[src/rtl/pi2_inv.sv]
// pi2_inv: inverse of the pi2 word permutation (a0 ror 1, a1 kept, a2 rol 10) behind valid/ready.
// Define PI2_INV_FAST_EN to produce the result on the transfer edge instead of rotating a2 serially.
module pi2_inv #(
  parameter int ROT_STEP = 1
) (
  input  logic        clk,
  input  logic        rst_n,
  input  logic        in_valid,
  output logic        in_ready,
  input  logic [95:0] iword,
  output logic        out_valid,
  input  logic        out_ready,
  output logic [95:0] oword,
  output logic        busy
);
  typedef enum logic [1:0] {IDLE = 2'd0, ROT = 2'd1, DONE = 2'd2} state_t;

  state_t      r_state;
  state_t      w_state_next;
  logic [95:0] r_word;
  logic        w_xfer;
  logic [31:0] w_a0_ror;

  assign w_a0_ror = {iword[0], iword[31:1]};
  assign w_xfer   = in_valid && (r_state == IDLE);
  assign oword    = r_word;

`ifndef PI2_INV_FAST_EN
  localparam int         N        = 10 / ROT_STEP;
  localparam logic [3:0] CNT_LOAD = 4'(N - 1);

  logic [3:0]  r_cnt;
  logic [31:0] w_a2_step;

  assign w_a2_step = {r_word[95-ROT_STEP:64], r_word[95:96-ROT_STEP]};
`else
  logic [31:0] w_a2_rol;

  assign w_a2_rol = {iword[85:64], iword[95:86]};
`endif

  always_ff @(posedge clk or negedge rst_n) begin
    if (!rst_n) begin
      r_state <= IDLE;
    end else begin
      r_state <= w_state_next;
    end
  end

  always_comb begin
    w_state_next = r_state;
    in_ready     = 1'b0;
    out_valid    = 1'b0;
    busy         = 1'b1;
    case (r_state)
      IDLE: begin
        in_ready = 1'b1;
        busy     = 1'b0;
`ifdef PI2_INV_FAST_EN
        if (in_valid) w_state_next = DONE;
`else
        if (in_valid) w_state_next = ROT;
`endif
      end
      ROT: begin
`ifdef PI2_INV_FAST_EN
        w_state_next = IDLE;
`else
        // the edge that sees the counter at zero performs the final rotation
        if (r_cnt == 4'd0) w_state_next = DONE;
`endif
      end
      DONE: begin
        out_valid = 1'b1;
        if (out_ready) w_state_next = IDLE;
      end
      default: w_state_next = IDLE;
    endcase
  end

`ifdef PI2_INV_FAST_EN
  always_ff @(posedge clk or negedge rst_n) begin
    if (!rst_n) begin
      r_word <= '0;
    end else if (w_xfer) begin
      r_word <= {w_a2_rol, iword[63:32], w_a0_ror};
    end
  end
`else
  always_ff @(posedge clk or negedge rst_n) begin
    if (!rst_n) begin
      r_word <= '0;
      r_cnt  <= '0;
    end else if (w_xfer) begin
      r_word <= {iword[95:64], iword[63:32], w_a0_ror};
      r_cnt  <= CNT_LOAD;
    end else if (r_state == ROT) begin
      r_word[95:64] <= w_a2_step;
      if (r_cnt != 4'd0) r_cnt <= r_cnt - 4'd1;
    end
  end
`endif

endmodule

[config.mk]
export PLATFORM = sky130hd
export DESIGN_NAME = pi2_inv
export DESIGN_NICKNAME = d
export VERILOG_FILES = /design/src/rtl/pi2_inv.sv
export SDC_FILE = /design/constraint.sdc
export NUM_CORES = 1
export LEC_CHECK = 0
export CORE_MARGIN = 2
export CORE_UTILIZATION = 33
export CTS_CLUSTER_DIAMETER = 40
export CTS_CLUSTER_SIZE = 16
export DETAILED_ROUTE_END_ITERATION = 8
export GPL_TIMING_DRIVEN = 0
export PLACE_DENSITY = 0.67
export SYNTH_ARGS = -nofsm -noshare
export SYNTH_HDL_FRONTEND = slang
export SYNTH_SLANG_ARGS = --single-unit
[constraint.sdc]
create_clock -name clk -period 1.8 [get_ports clk]
set_input_delay 0.36 -clock clk [delete_from_list [all_inputs] [get_ports clk]]
set_output_delay 0.36 -clock clk [all_outputs]
set_load 0.05 [all_outputs]
* Word level (Yosys, flattened, before mapping)
Cells that the tools add are included.
Word-level totals: word-level logic and storage cells 30, bits in registers 102
Operators by class: $add $sub $neg 1, reduce and logical (&&, ||, !) cells 8, muxes and demuxes 12, equality and inequality tests 5
Operators by type and width (count):
- $mux W32 | 2
- $mux W4 | 3
- $mux W2 | 3
- $ne A2 B2 Y1 const B | 3
- $pmux W2 S3 | 1
- $logic_not A4 Y1 | 1
- $reduce_bool A2 Y1 | 2
- $reduce_bool A4 Y1 | 1
- $sub A4 B1 Y4 const B | 1
- $mux W1 | 3
- $reduce_and A3 Y1 | 1
- $eq A2 B1 Y1 const B | 1
- $eq A2 B2 Y1 const B | 1
- $logic_not A2 Y1 | 1
- $reduce_and A2 Y1 | 1
- $logic_and A1 B1 Y1 | 1

* Logic depth before layout (Yosys ltp)
Gate-level depths: netlist of run 1.
depth in word-level cells 4, gate-level depth with buffers 6, depth with buffers taken out 5

* Worst setup path after synthesis of run 1
Ideal clock, no wire load.
kind register -> output, from reg r_state[0], to out busy, stages on the path, launching flop included 3, path buffers 0, arrival 1583 ps, setup slack -143 ps, required time 1440 ps, cell sequence dfrtp_1 -> nor2_1 -> inv_1
Between the ends: cells in the longest elaborated chain, start to end 2
Ends and longest elaborated chain:
- from (decl) | RTL line 18 | state_t r_state;
- from (signal assigned) | RTL line 46 | r_state <= w_state_next;
- $logic_not A2 Y1 | RTL line 55 | case (r_state)
- $mux W1 | RTL line 55
- to (decl) | RTL line 14 | output logic busy
Every way passes these cells.

* Worst setup path in the final report of run 1
Ends and elaborated chain as after synthesis.

==> results of run 1 <==
-- flip-flops by register name, summed over array words and instances (netlist names) --
register,count
oword,96
r_cnt,4
r_state,2
-- Yosys cell counts --
cell type | n | area (sq um)
a21bo_1 | 1 | 10.0
o21ai_1 | 1 | 5.00
dfrtp_1 | 102 | 2550
nor2b_1 | 3 | 18.8
a21oi_1 | 1 | 5.00
ha_1 | 2 | 25.0
buf_4 | 2 | 15.0
a22oi_1 | 32 | 240
nand2b_1 | 1 | 6.26
mux2i_1 | 2 | 20.0
nor2_1 | 4 | 15.0
a32o_1 | 1 | 10.0
a311o_1 | 1 | 10.0
inv_1 | 4 | 15.0
clkbuf_1 | 5 | 18.8
nand4b_1 | 1 | 8.76
buf_2 | 13 | 65.1
nand2_1 | 258 | 968
a21boi_0 | 1 | 7.51
buf_6 | 5 | 56.3
nor3b_1 | 2 | 15.0
o21bai_1 | 1 | 7.51
or3b_4 | 1 | 11.3
-- kinds of logic after synthesis --
| group | after synthesis | share of synthesized area |
|---|---|---|
| adder cells (fa/ha/maj) | 2 | 0.00609 |
| flip-flops | 102 | 0.622 |
| multiplexers | 2 | 0.00488 |
| AND/OR/NAND/NOR | 270 | 0.254 |
| buffers and inverters | 29 | 0.0414 |
| AO/OA/AOI/OAI | 39 | 0.0719 |
-- stage by stage --
stage / total power [mW] / instances / area (sq um) / setup slack, ns / TNS, ns
2_1_floorplan: 9.47 / 444 / 4110 / 0.167 / 0
3_3_place_gp: 12.3 / 810 / 6300 / -3.50 / -357.29
3_5_place_dp: 12.5 / 811 / 6320 / -0.146 / -3.48
4_1_cts: 13.6 / 827 / 6460 / 0.0305 / 0
5_1_grt: 14.2 / 827 / 6460 / 0.0184 / 0
6_report: 13.4 / 827 / 6460 / 0.107 / 0
-- cell type report --
type                    count  area, sq um
fillers                  1154         5600
clock inverters             5         25.0
well taps                 168          210
multi-input cells         313         1390
repair buffers            199         1870
plain buffers              25          155
flip-flops and latches    102         2550
clock buffers              11          243
inverters                   4         15.0
-- per-layer routing --
metal	GRT usage	vias to the layer above	part of all wire
met2	0.288	120	0.48
li1	-	1825	-
met4	0.0554	0	0.013
met1	0.211	1735	0.43
met5	0	-	0
met3	0.0601	13	0.078
-- critical path, cell delays in order, from the launching register on --
cell and delay [ns]:
dfrtp_2 0.46, nor2_2 0.16, inv_1 0.05, clkdlybuf4s15_2 0.33
-- where the power goes --
part | internal [mW] | switching [mW] | leakage, nW
logic | 2.05 | 5.54 | 2.02
clock network | 0.964 | 0.818 | 0.139
registers | 3.37 | 0.642 | 1.27
-- cell usage in the layout (no fill, tap or decap), drive strengths merged, types with 3 or more instances in the layout --
cell / instances
a22oi: 32
buf: 23
clkbuf: 17
clkdlybuf4s50: 98
clkinv: 5
dfrtp: 102
dlygate4sd2: 96
inv: 4
nand2: 258
nor2: 4
nor2b: 3
-- worst max-delay path by stage --
| stage | end | startpoint | cells past startpoint |
|---|---|---|---|
| 4_1_cts | in_ready | r_state[0]$_DFFE_PN0P_ | 2 |
| 6_report | busy | r_state[0]$_DFFE_PN0P_ | 3 |
| 3_5_place_dp | oword[34]$_DFFE_PN0N_ | in_valid | 7 |
| 2_1_floorplan | busy | r_state[0]$_DFFE_PN0P_ | 2 |
| 5_1_grt | oword[32]$_DFFE_PN0N_ | in_valid | 7 |
| 3_3_place_gp | oword[78]$_DFFE_PN0P_ | rst_n | 1 |
-- what timing repair did --
item	CTS	global route
resized for setup	107	4
cloned	0	0
endpoints found under the setup margin	99	3
pin swaps	0	0
setup buffers	0	0
==> impl_metrics.csv, run 1 <==
group,metric,value,unit
floorplanning,die_area,13400,sq um
placement,io_buffers,198,
routing,post_drt_wl_per_cell,13.7,microns
floorplanning,rows,40,
global_routing,grtUsageTotal,0.173,
synthesis,ys_ff_latch,102,
clock_network,clkLatencyLatePin,0.34,ns
finish,fin_util,0.536,
synthesis,syn_area,4110,sq um
floorplanning,start_util,0.340,
sta,finalHoldViolCount,0,
synthesis,yosysWarnings,0,
sta,layout_worst_path_cycle_share,0.940,
routing,drt_iter0_markers,218,
synthesis,synth_cell_types,23,
clock_network,clockRootBuffer,"clkbuf_16",
sta,fin_crit,1.69,ns
setup_path,critPathKind,"reg2out",
sta,slew_headroom,0.436,
floorplanning,die_y,116,microns
clock_network,post_cts_hold_buffer_count,0,
power,vdd_ir_drop_max,1050,uV
synthesis,synthCells,444,
setup_path,cp-start-kind,"flip-flop",
sta,fmaxAchievable,0.591,GHz
routing,drc,0,
routing,vias,3693,
sta,tightest_slew,0.846,ns
power,p_leak,3.43,nW
clock_network,clock_sinks,102,
flow_run,max-cap-violations,0,
power,pwr_density_cell,2070,nW/um^2
setup_path,timing.rr.end,"oword[37]$_DFFE_PN0N_",
global_routing,grt-ovfl-total,0,
global_routing,grt_max_degree,66,
routing,wirelength,11300,microns
synthesis,avgSynthCellArea,9.25,sq um
placement,gp_congestion,0.749,
setup_path,r2r_cells,6,
synthesis,yosysSeqAreaShare,0.622,
min_path,hold_path_class,"in2async",
sta,whs,0.125,ns
clock_network,cts_tree,"done",
floorplanning,ioPinCount,199,
run_status,status,"completed",
setup_path,r2r_start,"r_state[0]$_DFFE_PN0P_",
global_routing,grt_first_pass_wirelength,18100,microns
global_routing,antenna_found_initial,0,
finish,layout-drive-gt1-share,0.0653,
routing,drtAntennaViolNets,0,
clock_network,htreeDepth,3,
finish,n_antenna_cell,0,
sta,skew,0.00553,ns
routing,routed_via_density,4.47,
placement,hpwl,8290,microns
setup_path,cp_max_fo,8,
floorplanning,coreArea,12100,sq um
clock_network,clock_path_buffers,2,
finish,area_delta_synth_final,57.3,%
setup_path,worstPathArrival,1.33,ns
routing,firstDrtPassIters,4,
setup_path,r2r_setup_slack,0.27,ns
sta,setup_viol,0,
floorplanning,die_x,116,microns
clock_network,cts_made_buffers,9,
synthesis,syn-num-nets,546,
setup_path,end_kind,"output port",
finish,nNetsFinal,756,
sta,rsz0062_at_grt,"no",
setup_path,critPathRequiredTime,1.44,ns
clock_network,cts.clk_slew.worst_paths,0.06,ns
global_routing,grt_pass1_vias,3720,
sta,maxSlewViolCount,0,
Note: power is estimated with default switching activity, not from simulation.
==> run 2: changes to the inputs <==
CORE_ASPECT_RATIO = 0.8   (was default)
PLACE_DENSITY = 0.65   (was 0.67)
==> impl_metrics.csv, run 2 (synthesized netlist as in run 1, its figures left out) <==
group,metric,value,unit
global_routing,grt_max_degree,60,
sta,rsz0062_at_grt,"no",
clock_network,clockRootBuffer,"clkbuf_16",
routing,drtAntennaViolNets,0,
clock_network,postCtsSetupBuffers,0,
global_routing,antenna_found_initial,0,
routing,drt_iter0_markers,181,
sta,tightest_slew,0.604,ns
clock_network,clock_sinks,102,
clock_network,cts_tree,"done",
clock_network,htreeDepth,3,
finish,largest_reg_flops,96,
placement,dpl_cell_area,6310,sq um
sta,finalHoldViolCount,0,
power,power,13.8,mW
setup_path,timing.rr.end,"oword[38]$_DFFE_PN0N_",
global_routing,grtUsageTotal,0.181,
placement,io_buffers,198,
global_routing,grt_pass1_vias,3822,
global_routing,grt-ovfl-total,0,
floorplanning,coreArea,12200,sq um
clock_network,clkLatencyLatePin,0.35,ns
finish,nNetsFinal,756,
floorplanning,die_area,13400,sq um
setup_path,cp_max_fo,8,
sta,worst_slack,0.0777,ns
floorplanning,start_util,0.338,
power,pwr_density_cell,2130,nW/um^2
sta,fin_crit,1.72,ns
placement,hpwl,8580,microns
setup_path,end_kind,"output port",
routing,routed_via_density,4.54,
setup_path,critPathRequiredTime,1.44,ns
sta,layout_worst_path_cycle_share,0.957,
placement,place_ws,-0.158,ns
setup_path,cp-start-kind,"flip-flop",
setup_path,critPathKind,"reg2out",
finish,fin_util,0.536,
sta,slew_headroom,0.597,
sta,setup_viol,0,
finish,most-common-layout-cells,"258 x nand2_1, 102 x dfrtp_1, 98 x clkdlybuf4s50_1, 96 x dlygate4sd2_1, 32 x a22oi_1",
finish,finalInstanceArea,6520,sq um
floorplanning,ioPinCount,199,
routing,firstDrtPassIters,5,
flow_run,max-cap-violations,0,
finish,area_delta_synth_final,58.7,%
power,p_leak,3.46,nW
power,vdd_ir_drop_max,991,uV
setup_path,r2r_setup_slack,0.22,ns
run_status,status,"completed",
floorplanning,die_x,129,microns
floorplanning,rows,36,
finish,final_common_cell,"nand2_1",
global_routing,grt_first_pass_wirelength,19200,microns
sta,fmaxAchievable,0.581,GHz
finish,n_antenna_cell,0,
routing,wirelength,11700,microns
sta,setup_tns,0,ns
routing,post_drt_wl_per_cell,14.4,microns
sta,skew,0.00422,ns
clock_network,post_cts_hold_buffer_count,0,
setup_path,r2r_cells,6,
setup_path,r2r_start,"r_state[0]$_DFFE_PN0P_",
routing,drc,0,
clock_network,cts.clk_slew.worst_paths,0.07,ns
finish,layout-drive-gt1-share,0.0607,
min_path,hold_path_class,"in2async",
sta,maxSlewViolCount,0,
clock_network,clock_path_buffers,2,
setup_path,worstPathArrival,1.36,ns
placement,gp_congestion,0.758,
routing,vias,3679,
clock_network,cts_made_buffers,9,
floorplanning,die_y,104,microns
run 2: how the worst max path moves through the flow:
stage / startpoint / to / slack [ns] / depth (start not counted)
4_1_cts: r_state[0]$_DFFE_PN0P_ / in_ready / 0.05 / 2
5_1_grt: r_state[0]$_DFFE_PN0P_ / in_ready / 0.02 / 2
6_report: r_state[0]$_DFFE_PN0P_ / in_ready / 0.08 / 2
3_3_place_gp: rst_n / oword[11]$_DFFE_PN0N_ / -3.51 / 1
3_5_place_dp: in_valid / oword[38]$_DFFE_PN0N_ / -0.16 / 7
2_1_floorplan: r_state[0]$_DFFE_PN0P_ / busy / 0.17 / 2
run 2: where the power goes:
| group | switching (mW) | internal [mW] | total [mW] |
|---|---|---|---|
| registers | 0.653 | 3.37 | 4.02 |
| logic | 5.58 | 2.05 | 7.63 |
| clock network | 0.841 | 1.36 | 2.20 |
run 2: routing by layer:
layer  global-route usage  vias to the layer above  share of wire
met5                    0                        -              0
met1                0.236                     1721           0.46
met2                0.282                      125           0.45
met4               0.0575                        0          0.016
met3               0.0630                       13          0.080
li1                     -                     1820              -
run 2: timing repair:
item,4_1_cts,5_1_grt
endpoints found under the hold margin,0,0
gates resized for setup,107,0
setup endpoints to repair,99,0
run 2: stage by stage:
step           hold slack, ns  cells
6_report               0.0110    811
5_1_grt                0.0589    811
4_1_cts                0.0253    811
3_5_place_dp            0.409    795
3_3_place_gp            0.457    794
2_1_floorplan          0.0644    444
run 2: area by class of cell:
type	count	area, sq um
inverter	4	15.0
clock buffer	12	236
timing repair buffer	199	1880
clock inverter	4	95.1
fill	1163	5650
multi-input combinational	313	1390
tap	152	190
buffer	25	155
sequential	102	2550
run 2: worst max-delay path: stages (launching register included):
cell and delay, ns:
dfrtp_1 0.46, nor2_2 0.16, clkdlybuf4s15_2 0.39
==> run 3: changes to the inputs <==
CORE_UTILIZATION = 41   (was 33)
PLACE_DENSITY = 0.79   (was 0.65)
SKIP_CTS_REPAIR_TIMING = 1   (was default)
==> impl_metrics.csv, run 3 (synthesized netlist as in run 1, its figures left out) <==
group,metric,value,unit
global_routing,grt_max_degree,62,
sta,maxSlewViolCount,0,
power,clock_power_share,0.134,
finish,n_antenna_cell,0,
global_routing,grtUsageTotal,0.215,
finish,num-fill-cells,747,
power,power,14.2,mW
global_routing,grt_pass1_vias,3755,
floorplanning,coreArea,9690,sq um
floorplanning,ioPinCount,199,
clock_network,clock_sinks,102,
clock_network,cts_tree,"done",
setup_path,r2r_start,"r_state[0]$_DFFE_PN0P_",
sta,slew_headroom,0.486,
finish,most-common-layout-cells,"258 x nand2_1, 102 x dfrtp_1, 98 x clkdlybuf4s50_1, 96 x dlymetal6s2s_1, 32 x a22oi_1",
power,p_seq_frac,0.283,
setup_path,cp_max_fo,7,
finish,final_common_cell,"nand2_1",
clock_network,htreeDepth,3,
setup_path,r2r_setup_slack,0.24,ns
sta,skew,0.00617,ns
run_status,status,"completed",
min_path,hold_path_class,"in2async",
floorplanning,die_x,116,microns
placement,place_ws,-0.115,ns
sta,tightest_slew,0.771,ns
floorplanning,die_y,93.5,microns
routing,drtAntennaViolNets,0,
floorplanning,start_util,0.424,
finish,layout-drive-gt1-share,0.0623,
sta,setup_viol,0,
finish,area_delta_synth_final,65.4,%
setup_path,startpoint,"r_state[1]$_DFFE_PN0P_",
finish,nNetsFinal,756,
routing,routed_via_density,4.75,
routing,drc,0,
setup_path,critPathKind,"reg2out",
sta,finalHoldViolCount,0,
placement,hpwl,8420,microns
placement,io_buffers,198,
sta,rsz0062_at_grt,"no",
sta,fin_crit,1.64,ns
power,vdd_ir_drop_max,1010,uV
global_routing,grt_first_pass_wirelength,18200,microns
power,switching_power,7.07,mW
routing,drt_iter0_markers,167,
sta,fmaxAchievable,0.609,GHz
clock_network,cts_made_buffers,9,
power,p_leak,4.38,nW
setup_path,worstPathArrival,1.28,ns
clock_network,clock_path_buffers,2,
flow_run,max-cap-violations,0,
routing,wirelength,11800,microns
power,swShare,0.499,
power,combPwrFrac,0.582,
clock_network,cts.clk_slew.worst_paths,0.06,ns
power,p_int,7.10,mW
sta,worst_slack,0.157,ns
setup_path,cp-start-kind,"flip-flop",
setup_path,critPathRequiredTime,1.44,ns
floorplanning,rows,32,
routing,firstDrtPassIters,4,
routing,post_drt_wl_per_cell,14.9,microns
setup_path,timing.rr.end,"oword[82]$_DFFE_PN0P_",
sta,layout_worst_path_cycle_share,0.913,
clock_network,clkLatencyLatePin,0.33,ns
clock_network,clockRootBuffer,"clkbuf_16",
power,pwr_density_cell,2090,nW/um^2
routing,vias,3775,
global_routing,grt-ovfl-total,0,
finish,fin_util,0.701,
finish,largest_reg_flops,96,
placement,gp_congestion,0.795,
setup_path,endpoint,"out_valid",
global_routing,antenna_found_initial,0,
setup_path,end_kind,"output port",
floorplanning,die_area,10800,sq um
setup_path,r2r_cells,4,
==> run 3: metrics by stage <==
stage / instance area, sq um / setup TNS, ns / cells / hold WS (ns)
global route: 6790 / 0 / 794 / 0.166
global placement: 6260 / -344.24 / 778 / 0.457
CTS: 6570 / -8.72 / 794 / 0.132
floorplan: 4110 / 0 / 444 / 0.0644
finish: 6790 / 0 / 794 / 0.105
detailed placement: 6280 / -2.66 / 779 / 0.461
==> run 3: final cells by class <==
| type | instances | area (sq um) | share of cell area |
|---|---|---|---|
| clock buffers | 11 | 243 | 0.0357 |
| inverters | 4 | 15.0 | 0.00221 |
| multi-input cells | 313 | 1390 | 0.204 |
| clock inverters | 4 | 47.5 | 0.00700 |
| plain buffers | 25 | 155 | 0.0228 |
| flip-flops and latches | 102 | 2550 | 0.376 |
| well taps | 136 | 170 | 0.0250 |
| repair buffers | 199 | 2220 | 0.327 |
==> run 3: worst min path at each step <==
stage | end | slack, ns | cells after the start
after floorplan | oword[0]$_DFFE_PN0N_ | 0.06 | 0
after global placement | oword[23]$_DFFE_PN0N_ | 0.46 | 2
after detailed placement | oword[27]$_DFFE_PN0N_ | 0.46 | 2
after CTS | oword[6]$_DFFE_PN0N_ | 0.13 | 1
after global routing | oword[6]$_DFFE_PN0N_ | 0.17 | 1
final | oword[7]$_DFFE_PN0N_ | 0.10 | 1
==> run 3: critical path, stage by stage, from the launching register on <==
cell      delay [ns]
dfrtp_1         0.45
nor2b_1         0.20
clkbuf_2        0.31
==> run 3: power groups by stage <==
stage               combinational (mW)  sequential (mW)  clock (mW)
finish                            8.26             4.02        1.90
global route                      8.79             4.15        2.04
CTS                               8.40             4.05        1.96
detailed placement                8.39             4.07           0
global placement                  8.22             4.03           0
floorplan                         1.99             7.48           0
==> run 3: routing by layer <==
layer	routed length, microns	share of wire	GRT usage	vias to the layer above
li1	-	-	-	1827
met1	4960	0.42	0.275	1789
met2	5750	0.49	0.353	147
met3	997	0.084	0.0687	12
met4	116	0.0098	0.0575	0
met5	0	0	0	-
